### src/rtl/robot_sensor_conditioner.sv
// Sensor input stage: per-channel synchroniser, debounce FSM, edge pulses and
// a saturating count of rejected (glitch) transitions.
module robot_sensor_conditioner #(
  parameter int N_CH        = 5,
  parameter int SYNC_STAGES = 2,
  parameter int DB_CYCLES   = 4
) (
  input  logic            clk,
  input  logic            rst,
  input  logic [N_CH-1:0] raw_in,
  input  logic            enable,
  input  logic            glitch_clr,
  output logic [N_CH-1:0] x_out,
  output logic [N_CH-1:0] x_rise,
  output logic [N_CH-1:0] x_fall,
  output logic [N_CH-1:0] pending,
  output logic [7:0]      glitch_cnt
);

  typedef enum logic {IDLE = 1'b0, PEND = 1'b1} state_t;

  localparam logic [3:0] DB_LAST = 4'(DB_CYCLES - 1);

  logic [SYNC_STAGES-1:0][N_CH-1:0] sync_q, sync_d;
  logic [N_CH-1:0] s;
  logic [N_CH-1:0] glitch;
  logic [7:0]      glitch_cnt_q, glitch_cnt_d;
  logic [8:0]      glitch_sum;
  logic [8:0]      glitch_total;

  always_comb begin
    sync_d = {sync_q[SYNC_STAGES-2:0], raw_in};
  end

  always_ff @(posedge clk or posedge rst) begin
    if (rst) begin
      sync_q <= '0;
    end else begin
      sync_q <= sync_d;
    end
  end

  assign s = sync_q[SYNC_STAGES-1];

  for (genvar gi = 0; gi < N_CH; gi++) begin : g_ch
    state_t     state_q, state_d;
    logic [3:0] cnt_q, cnt_d;
    logic       x_q, x_d;
    logic       rise_q, rise_d;
    logic       fall_q, fall_d;
    logic       accept;
    logic       glitch_ev;

    always_ff @(posedge clk or posedge rst) begin
      if (rst) begin
        state_q <= IDLE;
        cnt_q   <= 4'd0;
        x_q     <= 1'b0;
        rise_q  <= 1'b0;
        fall_q  <= 1'b0;
      end else begin
        state_q <= state_d;
        cnt_q   <= cnt_d;
        x_q     <= x_d;
        rise_q  <= rise_d;
        fall_q  <= fall_d;
      end
    end

    // Disable parks the channel so a re-enable always starts a fresh count.
    always_comb begin
      state_d   = state_q;
      cnt_d     = cnt_q;
      accept    = 1'b0;
      glitch_ev = 1'b0;
      if (!enable) begin
        state_d = IDLE;
        cnt_d   = 4'd0;
      end else begin
        case (state_q)
          IDLE: begin
            if (s[gi] != x_q) begin
              if (DB_CYCLES == 1) begin
                accept = 1'b1;
              end else begin
                state_d = PEND;
                cnt_d   = 4'd1;
              end
            end
          end
          default: begin
            if (s[gi] == x_q) begin
              state_d   = IDLE;
              cnt_d     = 4'd0;
              glitch_ev = 1'b1;
            end else if (cnt_q == DB_LAST) begin
              accept  = 1'b1;
              state_d = IDLE;
              cnt_d   = 4'd0;
            end else begin
              cnt_d = cnt_q + 4'd1;
            end
          end
        endcase
      end
    end

    always_comb begin
      x_d    = x_q;
      rise_d = 1'b0;
      fall_d = 1'b0;
      if (accept) begin
        x_d    = s[gi];
        rise_d = s[gi];
        fall_d = ~s[gi];
      end
    end

    assign glitch[gi]  = glitch_ev;
    assign x_out[gi]   = x_q;
    assign x_rise[gi]  = rise_q;
    assign x_fall[gi]  = fall_q;
    assign pending[gi] = (state_q == PEND);
  end

  // Clear takes priority over any glitch events landing on the same edge.
  always_comb begin
    glitch_sum = 9'd0;
    for (int i = 0; i < N_CH; i++) begin
      glitch_sum = glitch_sum + 9'(glitch[i]);
    end
    glitch_total = {1'b0, glitch_cnt_q} + glitch_sum;
    if (glitch_clr) begin
      glitch_cnt_d = 8'd0;
    end else if (glitch_total > 9'd255) begin
      glitch_cnt_d = 8'hFF;
    end else begin
      glitch_cnt_d = glitch_total[7:0];
    end
  end

  always_ff @(posedge clk or posedge rst) begin
    if (rst) begin
      glitch_cnt_q <= 8'd0;
    end else begin
      glitch_cnt_q <= glitch_cnt_d;
    end
  end

  assign glitch_cnt = glitch_cnt_q;

endmodule

### config.mk
export PLATFORM = sky130hd
export DESIGN_NAME = robot_sensor_conditioner
export DESIGN_NICKNAME = d
export VERILOG_FILES = /design/src/rtl/robot_sensor_conditioner.sv
export SDC_FILE = /design/constraint.sdc
export NUM_CORES = 1
export LEC_CHECK = 0
export ABC_CLOCK_PERIOD_IN_PS = 3800
export CORE_MARGIN = 8
export CORE_UTILIZATION = 55
export CTS_CLUSTER_SIZE = 25
export DETAILED_ROUTE_END_ITERATION = 16
export PLACE_DENSITY_LB_ADDON = 0.25
export SYNTH_ARGS = -nofsm -noshare
export SYNTH_HDL_FRONTEND = slang
export SYNTH_SLANG_ARGS = --single-unit
### constraint.sdc
create_clock -name clk -period 3.8 [get_ports clk]
set_clock_uncertainty 0.1 [all_clocks]
set_input_delay 0.76 -clock clk [delete_from_list [all_inputs] [get_ports clk]]
set_output_delay 0.76 -clock clk [all_outputs]
set_load 0.01 [all_outputs]
==> results of run 1 <==
-- state kept, by name, indices dropped and copies added, names as in the netlist --
signal,cells
glitch_cnt,8
g_ch.fall_q,5
g_ch.x_q,5
sync_d,5
s,5
g_ch.rise_q,5
g_ch.cnt_q,20
g_ch.state_q,5
-- stage by stage --
| step | hold slack (ns) | worst slack (ns) | total power [uW] | std cells |
|---|---|---|---|---|
| 6_report | 0.2488 | 0.2137 | 1329 | 366 |
| 5_1_grt | 0.2632 | 0.01150 | 1390 | 366 |
| 4_1_cts | 0.2531 | 0.2304 | 1351 | 366 |
| 3_5_place_dp | 0.2373 | -0.1332 | 776.7 | 350 |
| 3_3_place_gp | 0.2316 | -0.03022 | 772.7 | 350 |
| 2_1_floorplan | 0.2312 | 0.1852 | 735.0 | 264 |
-- worst register-to-register path: stages (launching register included) --
cell and delay, ns:
dfrtp_1 0.43, xor2_2 0.24, nor2_1 0.10, fa_1 0.51, inv_1 0.06, fa_1 0.47, inv_1 0.07, ha_1 0.16
inv_1 0.06, fa_1 0.40, inv_1 0.07, a21o_1 0.16, buf_4 0.13, a41oi_1 0.11, nor3_1 0.16
-- synthesized netlist by cell type --
library cell  count  area, um2
nand2_2           1      6.260
a41oi_1           1      8.760
dfrtp_1          58       1451
a21o_1            1      7.510
buf_2             7      35.03
o31ai_1           1      7.510
o211a_1           5      50.05
nor2b_2           1      8.760
nand2_1          12      45.04
nor2_4            1      11.26
and2_4            1      8.760
nor3_1            6      30.03
nand4b_1          2      17.52
o21ai_0          12      60.06
a21boi_1          1      7.510
fa_1              3      60.06
a31oi_1           8      50.05
nor4bb_1          1      10.01
ha_1              9      112.6
nand3b_1          6      45.04
buf_4            20      150.1
and4b_1           2      20.02
buf_1             1      3.750
xor2_2            5      81.33
nor3b_2           5      62.56
a311oi_1          1      8.760
clkbuf_1          1      3.750
mux2_2            5      56.30
nand3_1          21      105.1
inv_1            14      52.55
xnor2_1           3      26.28
o22ai_1           2      12.51
nor2b_1           8      50.05
a22oi_2           1      12.51
nor3b_1          14      105.1
nor2_1            5      18.77
a21oi_1          14      70.07
xor2_1            5      43.79
-- power by group through the flow --
stage	clock network, uW	logic, uW	registers (uW)
4_1_cts	585	111	655
5_1_grt	609	123	658
2_1_floorplan	0	73.6	661
3_5_place_dp	0	110	666
3_3_place_gp	0	107	666
6_report	565	109	655
-- placed cells by master (no fill, tap or decap), drive strengths merged --
cell type	instances
bufinv	1
a41oi	1
mux2	5
inv	14
fa	3
nor2b	9
nand4b	2
buf	9
o211a	5
o22ai	2
a31oi	8
xnor2	3
a21boi	1
ha	9
nor3	6
a311oi	1
a21oi	14
nor3b	19
nor4bb	1
clkdlybuf4s50	36
nand2	13
and2	1
and4b	2
nor2	6
o31ai	1
clkinv	1
nand3	21
dfrtp	58
a21o	1
clkbuf	14
xor2	10
nand3b	6
a22oi	1
o21ai	12
-- worst paths after layout --
kind | end | cells after the start
max in group asynchronous | g_ch[0].cnt_q[0]$_DFFE_PP0P_ | 3
worst max-delay path | glitch_cnt[6]$_DFF_PP0_ | 15
worst min-delay path | s[1]$_DFF_PP0_ | 0
worst min register to register | s[1]$_DFF_PP0_ | 0
min in group asynchronous | g_ch[3].cnt_q[2]$_DFFE_PP0P_ | 2
worst max register to register | glitch_cnt[6]$_DFF_PP0_ | 14
-- area by class of cell --
| type | instances | area (um2) |
|---|---|---|
| Fill cell | 393 | 1670 |
| Sequential cell | 58 | 1451 |
| Multi-Input combinational cell | 163 | 1220 |
| Timing Repair Buffer | 45 | 427.9 |
| Clock buffer | 14 | 162.7 |
| Tap cell | 70 | 87.58 |
| Inverter | 14 | 52.55 |
| Clock inverter | 2 | 35.03 |
-- layer usage --
layer | track usage (%) | part of all wire, %
met1 | 17.18 | 46
met2 | 23.11 | 47
met3 | 6.592 | 6.1
met4 | 5.223 | 1.3
met5 | 0 | 0
-- cells by family (layout without fill, tap and decap cells) --
group	count (synthesis)	count (layout)	synth area share, %
AND/OR/NAND/NOR	86	86	18.66
flip-flops	58	58	49.76
AO/OA/AOI/OAI	47	47	10.12
buffers and inverters	43	75	8.408
XOR/XNOR	13	13	5.191
adder cells (fa/ha/maj)	12	12	5.920
multiplexers	5	5	1.930
==> run metrics, run 1 <==
net total in the final layout 312; design internal power 1024 uW; final setup violating endpoints 0; Placeable Area 5107 um2; buffers added on ports 36; Syn Std Cell Area 2917 um2; number of global-route vias before repair 1961; dominant cell type by count on the critical path inv_1; routability-driven placement congestion ratio 0.7723; clock insertion delay at the later pin of the skew report 0.33 ns; critical path's top delay family adder cells; Core Rows 26; cells along the critical path clkdlybuf4s50_1 > nand2_1 > nor2_1 > fa_1 > inv_1 > fa_1 > inv_1 > ha_1 > inv_1 > fa_1 > inv_1 > a21o_1 > buf_4 > a41oi_1 > nor3_1; status finished clean; number of nets in the synthesized netlist 285; mean area per synthesized cell 11.05 um2; peak clock frequency supported by timing 278.8 MHz; proportion of layout cells with a drive suffix above 1 14.53%; initial antenna violation count 0; GRT Total Usage 14.66%; Hold Vio Cnt, Final 0; Num Clock Sinks 58; quantity of gates resized following cts 0; final antenna diode count 0; minimum setup slack among reg-to-reg paths 0.49 ns; largest stage delay on the critical path 0.52 ns; number of warnings issued by yosys 0; number of max-capacitance violations reported 0; TritonRoute pass-1 iters 6; switching power 304.9 uW; number of remaining DRC errors 0; die width 88.82 um; cts-stage hold buffer count 0; number of vias per cell 5.287; flip-flop and latch count after synthesis 58; min cycle time layout 3.586 ns; mean routed wirelength per cell 13.63 um; slew at the pin closest to its max-slew limit 0.5584 ns; P per Cell Area 386.7 nW/um2; post-detailed-route count of antenna-violating nets 0; portion of total power attributed to combinational logic 8.2%; post-synthesis cell type count 38; total clock buffers created by CTS 9; post-CTS setup buffer count 0; Max VDD drop 0.0002280 V; post-route cell area 3437 um2; cell area reported after detailed placement 3239 um2; standard cell with the maximum stage delay on the critical path clkdlybuf4s50_1; maximum clock path buffer count 2; reg-to-reg critical path startpoint g_ch[0].x_q$_DFFE_PP0P_; hold path startpoint sync_d[6]$_DFF_PP0_; share of total power consumed by net switching 22.94%; Setup crit start kind input pin; clock network fraction of design power 42.5%; period utilisation layout 94.38%; Sequential Power Share 49.3%; post-layout utilization of the core 67.30%; kind of end point of the critical path register; Critical path origin enable; Detail Placement HPWL 3470 um; Syn Inst Count 264; DRT iter0 DRCs 90; Lkg Pwr 0.001543 uW; area delta synth->final 17.85%; via total after detailed routing 1935; initial core utilization 57.10%; kind of path behind the tightest hold check register to register; Slew Limit Fails 0; required time reported for the critical path endpoint 3.95 ns; pin count of the biggest net entering global routing 45; CP Class input pin to register; residual overflow from global routing 0; Fin Setup TNS 0 ns; first-pass GRT wire length 8887 um; Reg clk slew, reported paths 0.06 ns; share of the yosys chip area belonging to registers 49.76%; TritonCTS clock tree built; worst relative slew slack 62.78%; Routed Wire Length 4989 um; area of the die 7889 um2; Critical path buffers and inverters 6; RSZ-0062 raised after global routing no; Die Height 88.82 um; Root Driver clkbuf_8; H-tree Lvls 3; CP Data Arrival Time 3.74 ns; number of top-level pins 37; maximum fanout encountered on the critical timing path 5
Power figures use the tool's default switching activity.
==> run 2, diff against run 1 <==
--- a/config.mk
+++ b/config.mk
@@ -10,6 +10,7 @@
 export CORE_UTILIZATION = 55
 export CTS_CLUSTER_SIZE = 25
 export DETAILED_ROUTE_END_ITERATION = 16
+export MAX_ROUTING_LAYER = met4
 export PLACE_DENSITY_LB_ADDON = 0.25
 export SYNTH_ARGS = -nofsm -noshare
 export SYNTH_HDL_FRONTEND = slang
==> run metrics, run 2 (synthesis gave the netlist of run 1 again) <==
final antenna diode count 0 (unchanged); kind of end point of the critical path register; post-layout utilization of the core 67.30% (unchanged); Setup crit start kind input pin; post-detailed-route count of antenna-violating nets 0 (unchanged); area delta synth->final 17.85% (unchanged); number of max-capacitance violations reported 0 (unchanged); Core Rows 26 (unchanged); number of remaining DRC errors 0 (unchanged); total clock buffers created by CTS 9 (unchanged); net total in the final layout 312 (unchanged); Num Clock Sinks 58 (unchanged); Max VDD drop 0.0002277 V (-0.10%); Post-Place Cells 350 (unchanged); via total after detailed routing 1931 (-0.21%); routability-driven placement congestion ratio 0.7827 (+1.3%); RSZ-0062 raised after global routing no; kind of path behind the tightest hold check register to register; P per Cell Area 386.5 nW/um2 (about the same); period utilisation layout 94.32% (about the same); GRT Total Usage 15.09% (+0.43 points); CP Class input pin to register; Routed Wire Length 4965 um (-0.48%); TritonCTS clock tree built; mean routed wirelength per cell 13.57 um (-0.48%); residual overflow from global routing 0 (unchanged); H-tree Lvls 3 (unchanged); cell area reported after detailed placement 3239 um2 (unchanged); min cycle time layout 3.584 ns (-0.002235 ns); maximum fanout encountered on the critical timing path 5 (unchanged); initial core utilization 57.10% (unchanged); flip-flop count of the largest register after layout 20 (unchanged); initial antenna violation count 0 (unchanged); die width 88.82 um (unchanged); post-CTS setup buffer count 0 (unchanged); buffers added on ports 36 (unchanged); clock insertion delay at the later pin of the skew report 0.33 ns (about the same); DRT iter0 DRCs 114 (+27%); highest-count cells in the layout ignoring fill and taps 58 x dfrtp_1, 36 x clkdlybuf4s50_1, 21 x nand3_1; final setup violating endpoints 0 (unchanged); CP Data Arrival Time 3.73 ns (about the same); Biggest register g_ch.cnt_q; proportion of layout cells with a drive suffix above 1 14.53% (unchanged); cts-stage hold buffer count 0 (unchanged); peak clock frequency supported by timing 279.0 MHz (about the same); quantity of gates resized following cts 0 (unchanged); TritonRoute pass-1 iters 4 (-2); Hold Worst Slack 0.2490 ns (+0.0002230 ns); area of the die 7889 um2 (unchanged); slew at the pin closest to its max-slew limit 0.5594 ns (+0.001074 ns); Slew Limit Fails 0 (unchanged); Reg clk slew, reported paths 0.06 ns (about the same); post-route cell area 3437 um2 (unchanged); first-pass GRT wire length 8887 um (unchanged); most frequent standard cell in the layout excluding fill and tap cells dfrtp_1; Lkg Pwr 0.001543 uW (unchanged); Hold Vio Cnt, Final 0 (unchanged); number of global-route vias before repair 1959 (-0.10%); Placeable Area 5107 um2 (unchanged); Root Driver clkbuf_8; non-filler cells, final 366 (unchanged); maximum clock path buffer count 2 (unchanged); Detail Placement HPWL 3470 um (unchanged); pin count of the biggest net entering global routing 45 (unchanged); worst relative slew slack 62.70% (-0.072 points); status finished clean; number of vias per cell 5.276 (-0.21%); number of top-level pins 37 (unchanged); Die Height 88.82 um (unchanged); required time reported for the critical path endpoint 3.95 ns (about the same)
run 2: cell counts in the layout (fill, tap and decap cells not counted):
Identical to the previous run, type by type.
run 2: path summary, 6_finish.rpt:
check,from,to,slack (ns),cells past startpoint
worst max-delay path,enable,glitch_cnt[6]$_DFF_PP0_,0.22,15
worst min-delay path,sync_d[6]$_DFF_PP0_,s[1]$_DFF_PP0_,0.25,0
worst max register to register,g_ch[0].x_q$_DFFE_PP0P_,glitch_cnt[6]$_DFF_PP0_,0.49,14
worst min register to register,sync_d[6]$_DFF_PP0_,s[1]$_DFF_PP0_,0.25,0
max in group asynchronous,rst,g_ch[0].cnt_q[0]$_DFFE_PP0P_,2.13,3
min in group asynchronous,rst,g_ch[3].cnt_q[2]$_DFFE_PP0P_,0.60,2
run 2: layout make-up:
cell class / instances / area, um2
flip-flops and latches: 58 / 1451
multi-input cells: 163 / 1220
clock buffers: 14 / 162.7
well taps: 70 / 87.58
clock inverters: 2 / 35.03
repair buffers: 45 / 427.9
fillers: 393 / 1670
inverters: 14 / 52.55
run 2: layer usage:
layer,vias up,wire [um],global-route usage [%]
met1,934,2314,17.47
met2,37,2332,23.11
met5,-,0,-
met3,6,248,6.128
met4,0,69,5.223
li1,954,-,-
run 2: critical path: stages:
cell,delay [ns]
clkdlybuf4s50_1,0.52
nand2_1,0.07
nor2_1,0.13
fa_1,0.43
inv_1,0.10
fa_1,0.39
inv_1,0.07
ha_1,0.16
inv_1,0.06
fa_1,0.40
inv_1,0.07
a21o_1,0.17
buf_4,0.14
a41oi_1,0.11
nor3_1,0.16
run 2: metrics by stage:
stage               power [uW]  TNS (ns)  worst slack (ns)
floorplan                735.0         0            0.1852
global placement         772.7  -0.03022          -0.03022
detailed placement       776.7   -0.6156           -0.1332
CTS                       1351         0            0.2304
global route              1390         0           0.01150
finish                    1328         0            0.2159
run 2: report_power, final:
part	internal (uW)	leakage, uW	total, uW	switching [uW]
clock network	338	0.000101	564	226
logic	50.1	0.000669	109	58.7
registers	636	0.000774	655	19.8
total	1020	0.00154	1330	304
==> edit 1 (config.mk and constraints of run 1) <==
Change the parameter `N_CH` from 5 to 10.
--- a/src/rtl/robot_sensor_conditioner.sv
+++ b/src/rtl/robot_sensor_conditioner.sv
@@ -1,7 +1,7 @@
 // Sensor input stage: per-channel synchroniser, debounce FSM, edge pulses and
 // a saturating count of rejected (glitch) transitions.
 module robot_sensor_conditioner #(
-  parameter int N_CH        = 5,
+  parameter int N_CH        = 10,
   parameter int SYNC_STAGES = 2,
   parameter int DB_CYCLES   = 4
 ) (
Interface: changed (5 resized); port bits go from 37 to 62. No check against the original RTL was run, so the function may have changed too.
==> edit 1 against run 1 <==
- sequential power rose by 86%
- register-to-register slack got worse by 0.48 ns
- area after synthesis rose by 84%
- critical path depth fell by 2
- die area rose by 67%
- sequential cell count rose by 50
- fmax fell by 5.3%
- final area rose by 82%
- non-clock buffer count rose by 39
- total power rose by 65%
- routed wire length rose by 93%
- setup slack got worse by 0.20 ns
- critical path type is now reg -> reg
==> edit 1: results <==
export IMPL_status="completed"
export IMPL_grt_max_degree=68
export IMPL_cp_arrival_ns=3.95
export IMPL_synth_area_leaders="dfrtp_1 (50%), buf_4 (5.6%), nor3b_1 (4.9%), ha_1 (3.5%), nor2b_1 (3.3%)"
export IMPL_synth_mux_area_share_pct=2.24
export IMPL_synth_cells=504
export IMPL_dpl_cell_count=663
export IMPL_place_hpwl_mm=6.79
export IMPL_dp_slack_ns=-0.300
export IMPL_synth_compound_area_share_pct=9.39
export IMPL_grt_util_all_layers_pct=15.6
export IMPL_grt_pass1_wl_mm=16.7
export IMPL_fin_hold_ws_ns=0.257
export IMPL_wl_met2_mm=4.83
export IMPL_finalNonFillerCells=681
export IMPL_wirelength_mm=9.61
export IMPL_reg2reg_setup_slack_ns=0.01
export IMPL_vias_per_cell=5.27
export IMPL_wl_met1_mm=4.21
export IMPL_grt_pass1_vias=3690
export IMPL_nFillCells=758
export IMPL_synth_adder_area_share_pct=6.11
export IMPL_min_from="sync_d[16]"
export IMPL_power_leakage_nw=2.77
export IMPL_synth_seq_area_share_pct=50.3
export IMPL_cts_resized=2
export IMPL_slowest_stage="fa_1"
export IMPL_clk_pin_slew_ns=0.10
export IMPL_clock_latency_ns=0.36
export IMPL_worst_slew_pin_slew_ns=0.620
export IMPL_use_met2_pct=26.0
export IMPL_wl_met3_um=462
export IMPL_layout_drive_gt1_share_pct=14.2
export IMPL_gp_congestion=0.797
export IMPL_gr_usage_met3_pct=4.52
export IMPL_post_cts_buffers=1
export IMPL_globalRouteMet1Util_pct=18.8
export IMPL_ir_worst_vdd_uv=236
export IMPL_nets=579
export IMPL_largest_reg_flops=40
[edit 1: cell count changes after synthesis, moves of 14 or more]
cell / delta
a31oi_1: +14
buf_4: +20
dfrtp_1: +50
nand2_1: +25
nor2_1: +24
nor2b_1: +20
nor3b_1: +21
[edit 1: area by class of cell]
type	instances	area (µm²)	share of cell area, %
clock buffer	12	145	2.32
inverter	24	92.6	1.48
clock inverter	4	48.8	0.780
sequential	108	2700	43.2
tap	133	166	2.66
timing repair buffer	84	791	12.6
multi-input combinational	316	2310	36.9
[edit 1: worst paths after layout]
kind                                        end  cells past startpoint
worst max-delay path              glitch_cnt[5]                     13
worst max register to register    glitch_cnt[5]                     13
min in group asynchronous        g_ch[8].rise_q                      2
max in group asynchronous       g_ch[6].state_q                      3
worst min-delay path                       s[6]                      0
worst min register to register             s[6]                      0
[edit 1: power breakdown]
group	total [mW]	internal, mW	switching (mW)	leakage, nW
Sequential	1.22	1.19	0.0388	1.44
Combinational	0.274	0.130	0.144	1.23
Clock	0.687	0.323	0.365	0.100
==> edit 2 (config.mk and constraints of run 1) <==
Without the edit above. Register the output `glitch_cnt` once more; this adds one clock of latency there. The other outputs are not delayed to match.
--- a/src/rtl/robot_sensor_conditioner.sv
+++ b/src/rtl/robot_sensor_conditioner.sv
@@ -147,7 +147,9 @@
     end
   end
 
-  assign glitch_cnt = glitch_cnt_q;
+  always_ff @(posedge clk) begin
+    glitch_cnt <= glitch_cnt_q;
+  end
 
 endmodule
 
Check against the original RTL: not equivalent (Yosys sat finds a counterexample within 10 cycles, from zero or initial values and one cycle with rst high).
==> edit 2 against run 1 <==
- final area increased by 4.7%
- die area rose by 4.1%
- setup slack improved by 0.12 ns
- sequential cell count rose by 8
- area after synthesis up 5.0%
- sequential power up 13%
- routed wire length up 7.0%
- total power is 5.8% higher
- count of clock-buffer cells in the layout is 4 lower
- critical path type is now reg -> reg
- critical endpoint is now glitch_cnt_q[1]
==> edit 2: results <==
export IMPL_nNonClkBuffers=44
export IMPL_power_leakage_nw=1.60
export IMPL_fin_hold_ws_ns=0.251
export IMPL_place_hpwl_mm=3.79
export IMPL_synth_area_leaders="dfrtp_1 (47%), dfxtp_1 (5.2%), buf_4 (4.9%), nor3b_1 (4.2%), ha_1 (3.7%)"
export IMPL_chipWidth_um=90.6
export IMPL_vias_per_cell=5.43
export IMPL_synth_seq_area_share_pct=52.6
export IMPL_ys_types=41
export IMPL_multi_input_area_share_pct=34.3
export IMPL_layout_drive_gt1_share_pct=11.5
export IMPL_synth_fp_nets=300
export IMPL_synth_area_per_cell_um2=11.0
export IMPL_nFillCells=417
export IMPL_drtIter0Drc=60
export IMPL_grt_util_all_layers_pct=13.6
export IMPL_cp_arrival_ns=3.61
export IMPL_grt_max_degree=32
export IMPL_cp_max_fo=6
export IMPL_ir_worst_vdd_uv=318
export IMPL_nets=329
export IMPL_worst_slew_pin_slew_ns=0.639
export IMPL_dpl_cell_count=369
export IMPL_postLayoutCoreUtil_pct=66.1
export IMPL_grt_antenna_before_repair=0
export IMPL_firstDrtPassIters=4
export IMPL_buffer_area_share_pct=11.8
export IMPL_multi_input_gates=173
export IMPL_dp_slack_ns=-0.314
export IMPL_period_needed_ns=3.46
export IMPL_reg2reg_depth=13
export IMPL_wirelength_mm=5.34
export IMPL_cts_hold_buf=0
export IMPL_layout_area_seq_mm2=0.00161
export IMPL_numClockSinks=66
export IMPL_reg2reg_setup_slack_ns=0.34
export IMPL_synth_commonest_cells="dfrtp_1 (58), buf_4 (20), nor3b_1 (17), inv_1 (14), nand3_1 (14)"
export IMPL_switchingPower_mw=0.335
export IMPL_hold_depth=0
export IMPL_clk_pin_slew_ns=0.07
export IMPL_nClkBuffers=10
export IMPL_async_flop_share_pct=87.9
export IMPL_finalNonFillerCells=385
export IMPL_grt_pass1_wl_mm=9.14
export IMPL_clockNetworkAreaShare_pct=5.15
export IMPL_dpl_instance_area_mm2=0.00340
export IMPL_status="completed"
export IMPL_gp_congestion=0.835
[edit 2: power groups by stage]
stage / sequential [mW] / clock (mW) / combinational, mW
2_1_floorplan: 0.753 / 0 / 0.0713
3_3_place_gp: 0.756 / 0 / 0.109
3_5_place_dp: 0.757 / 0 / 0.112
4_1_cts: 0.743 / 0.568 / 0.113
5_1_grt: 0.746 / 0.595 / 0.125
6_report: 0.743 / 0.552 / 0.111
[edit 2: timing repair]
action / in CTS / in global routing
resized for setup: 0 / 3
hold endpoints to repair: 0 / 0
setup endpoints to repair: 0 / 7
[edit 2: final timing paths]
path	end	startpoint
min	s[0]	sync_d[5]
max reg2reg	glitch_cnt_q[1]	g_ch[0].x_q
min reg2reg	s[0]	sync_d[5]
max in group asynchronous	s[1]	rst
max	glitch_cnt_q[1]	g_ch[0].x_q
min in group asynchronous	g_ch[3].state_q	rst
[edit 2: cell families after synthesis]
kind of cell,Yosys count,synth area share (%)
AO/OA/AOI/OAI,51,11.0
XOR/XNOR,10,3.10
adder cells (fa/ha/maj),12,5.64
buffers and inverters,40,7.43
flip-flops,66,52.6
multiplexers,5,1.84
AND/OR/NAND/NOR,95,18.4
[edit 2: metal layers]
metal	track usage, %	part of all wire [%]	vias up
met1	15.0	44	1025
met5	0	0	-
met4	7.63	1.8	0
li1	-	-	1022
met3	4.07	4.8	9
met2	23.0	50	35
[edit 2: critical path: stages (launching register included)]
cell	delay [ns]
dfrtp_1	0.44
xnor2_1	0.18
and3_1	0.21
fa_1	0.51
inv_1	0.06
fa_1	0.47
inv_1	0.07
ha_1	0.17
inv_1	0.06
fa_1	0.38
nand2b_1	0.20
a21oi_2	0.18
nand3_1	0.16
a21oi_1	0.18
